`config.mk`:
```
export PLATFORM = sky130hd
export DESIGN_NAME = wb_arbiter_flat
export DESIGN_NICKNAME = d
export VERILOG_FILES = /design/src/rtl/wb_arbiter_if.sv /design/src/rtl/wb_arbiter.sv /design/src/flat_wrapper.sv
export SDC_FILE = /design/constraint.sdc
export NUM_CORES = 1
export LEC_CHECK = 0
export BUFFER_PORTS_ARGS = -buffer_cell sky130_fd_sc_hd__buf_2
export CORE_MARGIN = 2
export CORE_UTILIZATION = 44
export DETAILED_ROUTE_END_ITERATION = 12
export GPL_TIMING_DRIVEN = 0
export PLACE_DENSITY = 0.67
export SYNTH_ARGS = -nofsm -noshare
export SYNTH_HDL_FRONTEND = slang
export SYNTH_SLANG_ARGS = --single-unit
```
`constraint.sdc`:
```
create_clock -name clk -period 2.55 [get_ports clk]
set_clock_uncertainty 0.15 [all_clocks]
set_input_delay 0.6375 -clock clk [delete_from_list [all_inputs] [get_ports clk]]
set_output_delay 0.6375 -clock clk [all_outputs]
set_load 0.03 [all_outputs]
```
`src/rtl/wb_arbiter_if.sv`:
```
// Writeback arbiter bus: EXU results, load issue, LSU responses,
// register file write port and scoreboard status.
interface wb_arbiter_if #(
    parameter int ADDR_WIDTH = 5,
    parameter int DATA_WIDTH = 32,
    parameter int NREG       = 1 << ADDR_WIDTH
);
    logic                  exu_valid;
    logic                  exu_ready;
    logic                  exu_wen;
    logic [ADDR_WIDTH-1:0] exu_rd;
    logic [DATA_WIDTH-1:0] exu_data;
    logic                  ld_issue;
    logic [ADDR_WIDTH-1:0] ld_issue_rd;
    logic                  lsu_valid;
    logic                  lsu_ready;
    logic [ADDR_WIDTH-1:0] lsu_rd;
    logic [DATA_WIDTH-1:0] lsu_data;
    logic                  rf_we;
    logic [ADDR_WIDTH-1:0] rf_waddr;
    logic [DATA_WIDTH-1:0] rf_wdata;
    logic [NREG-1:0]       busy;
    logic                  sb_err;
    logic [31:0]           wb_count;

    modport master (
        output exu_valid, exu_wen, exu_rd, exu_data,
        output ld_issue, ld_issue_rd,
        output lsu_valid, lsu_rd, lsu_data,
        input  exu_ready, lsu_ready,
        input  rf_we, rf_waddr, rf_wdata,
        input  busy, sb_err, wb_count
    );

    modport slave (
        input  exu_valid, exu_wen, exu_rd, exu_data,
        input  ld_issue, ld_issue_rd,
        input  lsu_valid, lsu_rd, lsu_data,
        output exu_ready, lsu_ready,
        output rf_we, rf_waddr, rf_wdata,
        output busy, sb_err, wb_count
    );
endinterface

```
`src/rtl/wb_arbiter.sv`:
```
// Writeback arbiter: merges EXU and LSU results into the single
// register file write port and tracks outstanding loads.
module wb_arbiter #(
    parameter int ADDR_WIDTH = 5,
    parameter int DATA_WIDTH = 32,
    parameter int NREG       = 1 << ADDR_WIDTH
) (
    input logic         clk,
    input logic         rst_n,
    wb_arbiter_if.slave bus
);
    logic                  skid_valid;
    logic                  skid_wen;
    logic [ADDR_WIDTH-1:0] skid_rd;
    logic [DATA_WIDTH-1:0] skid_data;

    logic                  exu_acc;
    logic                  capture;
    logic                  sel_we;
    logic [ADDR_WIDTH-1:0] sel_rd;
    logic [DATA_WIDTH-1:0] sel_data;
    logic                  ld_set;
    logic                  err_n;
    logic [NREG-1:0]       busy_n;

    assign bus.exu_ready = !skid_valid;
    assign bus.lsu_ready = 1'b1;

    assign exu_acc = bus.exu_valid && !skid_valid;
    assign capture = exu_acc && bus.lsu_valid;
    assign ld_set  = bus.ld_issue && (bus.ld_issue_rd != '0);

    always_comb begin
        sel_we   = 1'b0;
        sel_rd   = '0;
        sel_data = '0;
        priority case (1'b1)
            bus.lsu_valid: begin
                sel_we   = (bus.lsu_rd != '0);
                sel_rd   = bus.lsu_rd;
                sel_data = bus.lsu_data;
            end
            skid_valid: begin
                sel_we   = skid_wen && (skid_rd != '0);
                sel_rd   = skid_rd;
                sel_data = skid_data;
            end
            exu_acc: begin
                sel_we   = bus.exu_wen && (bus.exu_rd != '0);
                sel_rd   = bus.exu_rd;
                sel_data = bus.exu_data;
            end
            default: ;
        endcase
    end

    // Set is applied after clear so a reissued load stays outstanding
    always_comb begin
        busy_n = bus.busy;
        err_n  = 1'b0;
        if (bus.lsu_valid) begin
            busy_n[bus.lsu_rd] = 1'b0;
            if ((bus.lsu_rd != '0) && !bus.busy[bus.lsu_rd])
                err_n = 1'b1;
        end
        if (ld_set) begin
            busy_n[bus.ld_issue_rd] = 1'b1;
            if (bus.busy[bus.ld_issue_rd] &&
                !(bus.lsu_valid && (bus.lsu_rd == bus.ld_issue_rd)))
                err_n = 1'b1;
        end
        busy_n[0] = 1'b0;
    end

    always_ff @(posedge clk or negedge rst_n) begin
        if (!rst_n) begin
            skid_valid <= 1'b0;
            skid_wen   <= 1'b0;
            skid_rd    <= '0;
            skid_data  <= '0;
        end else if (capture) begin
            skid_valid <= 1'b1;
            skid_wen   <= bus.exu_wen;
            skid_rd    <= bus.exu_rd;
            skid_data  <= bus.exu_data;
        end else if (!bus.lsu_valid) begin
            skid_valid <= 1'b0;
        end
    end

    always_ff @(posedge clk or negedge rst_n) begin
        if (!rst_n) begin
            bus.rf_we    <= 1'b0;
            bus.rf_waddr <= '0;
            bus.rf_wdata <= '0;
            bus.wb_count <= '0;
        end else begin
            bus.rf_we <= sel_we;
            if (sel_we) begin
                bus.rf_waddr <= sel_rd;
                bus.rf_wdata <= sel_data;
                bus.wb_count <= bus.wb_count + 32'd1;
            end
        end
    end

    always_ff @(posedge clk or negedge rst_n) begin
        if (!rst_n) begin
            bus.busy   <= '0;
            bus.sb_err <= 1'b0;
        end else begin
            bus.busy <= busy_n;
            if (err_n)
                bus.sb_err <= 1'b1;
        end
    end
endmodule

```
`src/flat_wrapper.sv`:
```
// flat-port wrapper written by rule: the top's interface ports become plain ports
module wb_arbiter_flat 
#(
    parameter int ADDR_WIDTH = 5,
    parameter int DATA_WIDTH = 32,
    parameter int NREG       = 1 << ADDR_WIDTH
)
  (clk, rst_n, bus_exu_valid, bus_exu_wen, bus_exu_rd, bus_exu_data, bus_ld_issue, bus_ld_issue_rd, bus_lsu_valid, bus_lsu_rd, bus_lsu_data, bus_exu_ready, bus_lsu_ready, bus_rf_we, bus_rf_waddr, bus_rf_wdata, bus_busy, bus_sb_err, bus_wb_count);
  wb_arbiter_if #(.ADDR_WIDTH(ADDR_WIDTH), .DATA_WIDTH(DATA_WIDTH), .NREG(NREG)) bus_i ();
  input logic clk;
  input logic rst_n;
  input wire logic [$bits(bus_i.exu_valid)-1:0] bus_exu_valid;
  input wire logic [$bits(bus_i.exu_wen)-1:0] bus_exu_wen;
  input wire logic [$bits(bus_i.exu_rd)-1:0] bus_exu_rd;
  input wire logic [$bits(bus_i.exu_data)-1:0] bus_exu_data;
  input wire logic [$bits(bus_i.ld_issue)-1:0] bus_ld_issue;
  input wire logic [$bits(bus_i.ld_issue_rd)-1:0] bus_ld_issue_rd;
  input wire logic [$bits(bus_i.lsu_valid)-1:0] bus_lsu_valid;
  input wire logic [$bits(bus_i.lsu_rd)-1:0] bus_lsu_rd;
  input wire logic [$bits(bus_i.lsu_data)-1:0] bus_lsu_data;
  output wire logic [$bits(bus_i.exu_ready)-1:0] bus_exu_ready;
  output wire logic [$bits(bus_i.lsu_ready)-1:0] bus_lsu_ready;
  output wire logic [$bits(bus_i.rf_we)-1:0] bus_rf_we;
  output wire logic [$bits(bus_i.rf_waddr)-1:0] bus_rf_waddr;
  output wire logic [$bits(bus_i.rf_wdata)-1:0] bus_rf_wdata;
  output wire logic [$bits(bus_i.busy)-1:0] bus_busy;
  output wire logic [$bits(bus_i.sb_err)-1:0] bus_sb_err;
  output wire logic [$bits(bus_i.wb_count)-1:0] bus_wb_count;
  assign bus_i.exu_valid = bus_exu_valid;
  assign bus_i.exu_wen = bus_exu_wen;
  assign bus_i.exu_rd = bus_exu_rd;
  assign bus_i.exu_data = bus_exu_data;
  assign bus_i.ld_issue = bus_ld_issue;
  assign bus_i.ld_issue_rd = bus_ld_issue_rd;
  assign bus_i.lsu_valid = bus_lsu_valid;
  assign bus_i.lsu_rd = bus_lsu_rd;
  assign bus_i.lsu_data = bus_lsu_data;
  assign bus_exu_ready = bus_i.exu_ready;
  assign bus_lsu_ready = bus_i.lsu_ready;
  assign bus_rf_we = bus_i.rf_we;
  assign bus_rf_waddr = bus_i.rf_waddr;
  assign bus_rf_wdata = bus_i.rf_wdata;
  assign bus_busy = bus_i.busy;
  assign bus_sb_err = bus_i.sb_err;
  assign bus_wb_count = bus_i.wb_count;
  wb_arbiter #(.ADDR_WIDTH(ADDR_WIDTH), .DATA_WIDTH(DATA_WIDTH), .NREG(NREG)) u_core (.clk(clk), .rst_n(rst_n), .bus(bus_i));
endmodule
```
==> reports/qor.yml <==
flow_run:
  maxCapViolCount: 0
drt:
  wire_per_inst_um: 18.8
  drc_errors: 0
  drt_iter0_drc: 417
  routed_wl_um: 19600
  vias: 5966
  firstDrtPassIters: 7
  routed_via_density: 5.74
  ant_nets: 0
synth:
  synthArstFlopShare_pct: 100
  synth_top_flop_cell: "dfrtp_1"
  synth-edff-count: 0
  yosysWarnings: 0
  synth-seq-area-share_pct: 51.4
  synthCells: 638
  synth_xor_area_share_pct: 4.60
  synth.ff_latch_count: 141
  yosys-top-cells-area: "dfrtp_1, o21ai_0, mux2_2, a221o_1, mux4_2"
  syn-cell-area_sq_um: 6860
  synth_compound_area_share_pct: 17.4
  synthMuxAreaShare_pct: 11.0
  syn_nets: 724
  yosysTopAreaCell: "dfrtp_1"
  ys_types: 52
  synth-simple-area-share_pct: 11.5
  synth_top_area_share_pct: 51.4
  synth_fa_ha_area_share_pct: 0.182
  avgSynthCellArea_sq_um: 10.8
  synth_top_family_by_area: "compound AO/OA/AOI/OAI gates"
final_layout:
  fin_util_pct: 56.4
  area_growth_pct: 25.1
  final_cell_count_no_fill: 1040
  stdcell_area_sq_um: 8580
  nNetsFinal: 928
  diodes: 0
  drive_gt1_share_pct: 34.3
placed_design:
  hpwl_um: 14100
  numPortBuffers: 183
  post_dp_cell_area_sq_um: 8040
  placed_cells: 1010
  gp_congestion: 0.908
worst_setup_path:
  reg2reg_to: "u_core.bus.wb_count[7]"
  startpoint: "u_core.skid_valid"
  rr_startpoint: "u_core.skid_valid"
  path_max_fanout: 10
  cp.required_ns: 1.76
  cp_data_arrival_time_ns: 1.63
  worstSetupPathType: "reg -> out"
  r2r_cells: 6
  startpoint_type: "flop"
  end_kind: "primary output"
  r2r_slack_ns: 0.24
timing:
  drv_slew: 0
  finalSetupTns_ns: 0
  setup_viol: 0
  max_slew_margin_pct: 59.9
  rsz0062_at_grt: "no"
  period_needed_ns: 2.41
  hold_viol_final: 0
  fmax_ghz: 0.414
  finalCritPeriodShare_pct: 94.7
  worstMarginPinSlew_ns: 0.601
pwr:
  leakage_nw: 3.91
  max-vdd-ir-drop_uv: 535
  power_density_nw_per_um2: 831
  power_mw: 7.13
clock_tree:
  htree_num_levels: 4
  clock_tree.root_cell: "clkbuf_16"
  postCtsSetupBuffers: 0
  cts.clk_slew.worst_paths_ns: 0.05
  cts_buffer_depth: 2
  clock_latency_ns: 0.42
  clock-sinks: 141
  cts_buffers: 17
  cts_tree: "done"
min_path:
  hold_end: "u_core.skid_valid"
  holdCritPathClass: "in -> reg"
  hold_start: "bus_exu_valid"
  min_path_cells: 3
die:
  pin_count: 190
  start_util_pct: 45.1
  core_sq_um: 15200
  die_y_um: 129
  dieWidth_um: 129
  rows: 45
  die-area_sq_um: 16600
global_routing:
  grt_use_total_pct: 24.1
  grt_pass1_vias: 5859
  grt_start_max_net_pins: 100
  grt_overflow_total: 0
  grt_first_pass_wirelength_um: 30900
  antenna_found_initial: 0
run_status:
  status: "finished, final reports clean"
-- cells by family after synthesis --
| group | count (synthesis) |
|---|---|
| AOI/OAI and AO/OA | 188 |
| DFF | 141 |
| other | 2 |
| adders and majority gates | 1 |
| xor gates and xnor gates | 36 |
| buffers and inverters | 58 |
| muxes | 58 |
| and+or+nand+nor | 154 |
-- critical path, stage by stage (launching register included) --
cell,delay (ns)
dfrtp_1,0.43
clkbuf_2,0.27
clkbuf_4,0.27
inv_1,0.06
buf_2,0.17
-- registers in the layout, indices dropped and copies added (netlist names) --
| signal | flops |
|---|---|
| u_core.skid_valid | 1 |
| u_core.bus.rf_waddr | 5 |
| u_core.bus.sb_err | 1 |
| u_core.bus.busy | 31 |
| u_core.skid_rd | 5 |
| u_core.skid_data | 32 |
| u_core.bus.wb_count | 32 |
| u_core.skid_wen | 1 |
| u_core.bus.rf_wdata | 32 |
| u_core.bus.rf_we | 1 |
-- layout make-up --
type                            instances  area (sq um)
Buffer                                 49           231
Clock buffer                           21           450
Inverter                                9          33.8
Fill cell                            1374          6620
Clock inverter                          8          71.3
Timing Repair Buffer                  185           960
Tap cell                              188           235
Sequential cell                       141          3530
Multi-Input combinational cell        439          3070
-- worst max path at each step --
stage,end,slack [ns]
5_1_grt,bus_exu_ready,0.03
6_report,bus_exu_ready,0.14
3_5_place_dp,u_core.bus.wb_count[7],-0.22
2_1_floorplan,u_core.bus.wb_count[16],0.22
3_3_place_gp,u_core.skid_data[5],-1.20
4_1_cts,bus_exu_ready,0.1
-- where the power goes --
part	switching (mW)	internal, mW	leakage [nW]	total, mW
sequential	0.330	2.63	1.74	2.96
combinational	1.24	0.680	1.92	1.92
clock	0.915	1.34	0.258	2.25
-- routing by layer --
metal	vias to the layer above	GRT usage [%]	routed length (um)
met5	-	0	0
met4	0	8.06	303
met3	27	6.49	1570
met2	257	38.4	9270
met1	2942	32.1	8410
li1	2740	-	-
-- cells in the mapped netlist (10+ instances only) --
| library cell | n |
|---|---|
| dfrtp_1 | 141 |
| nand4_1 | 10 |
| a221o_1 | 32 |
| nand3_1 | 18 |
| o21ai_1 | 33 |
| buf_2 | 13 |
| xnor2_1 | 22 |
| xor2_1 | 14 |
| mux4_2 | 10 |
| nand2_1 | 59 |
| o21ai_0 | 98 |
| nor2_1 | 21 |
| clkbuf_1 | 25 |
| mux2_2 | 40 |
-- cell usage in the layout, fill, tap and decap left out, types with 3 or more instances in the layout --
cell	count
nand3b_1	8
nand4_1	10
nand3_1	18
o21ai_1	33
clkinv_2	5
o31ai_1	5
dfrtp_1	141
mux2_2	40
nand2_1	59
nor3b_1	3
inv_1	8
nor2_1	21
and3_1	5
nor3_1	3
clkbuf_16	17
buf_4	5
or3b_2	3
and4_1	4
a221o_1	32
buf_1	5
buf_2	195
xnor2_1	22
o21ai_0	98
mux4_2	10
xor2_1	14
mux2i_1	8
a221oi_1	5
nor2b_1	4
clkbuf_1	26
nor4_1	4
-- through the flow --
stage,hold WS (ns),worst slack [ns]
2_1_floorplan,0.192,0.222
3_3_place_gp,0.303,-1.20
3_5_place_dp,0.303,-0.216
4_1_cts,0.294,0.0953
5_1_grt,0.306,0.0327
6_report,0.304,0.136
-- repair_timing --
item,CTS,global route
cloned,0,0
setup endpoints to repair,1,1
hold buffers,1,0
endpoints found under the hold margin,16,0
resized for setup,2,2
Power figures use the tool's default switching activity.
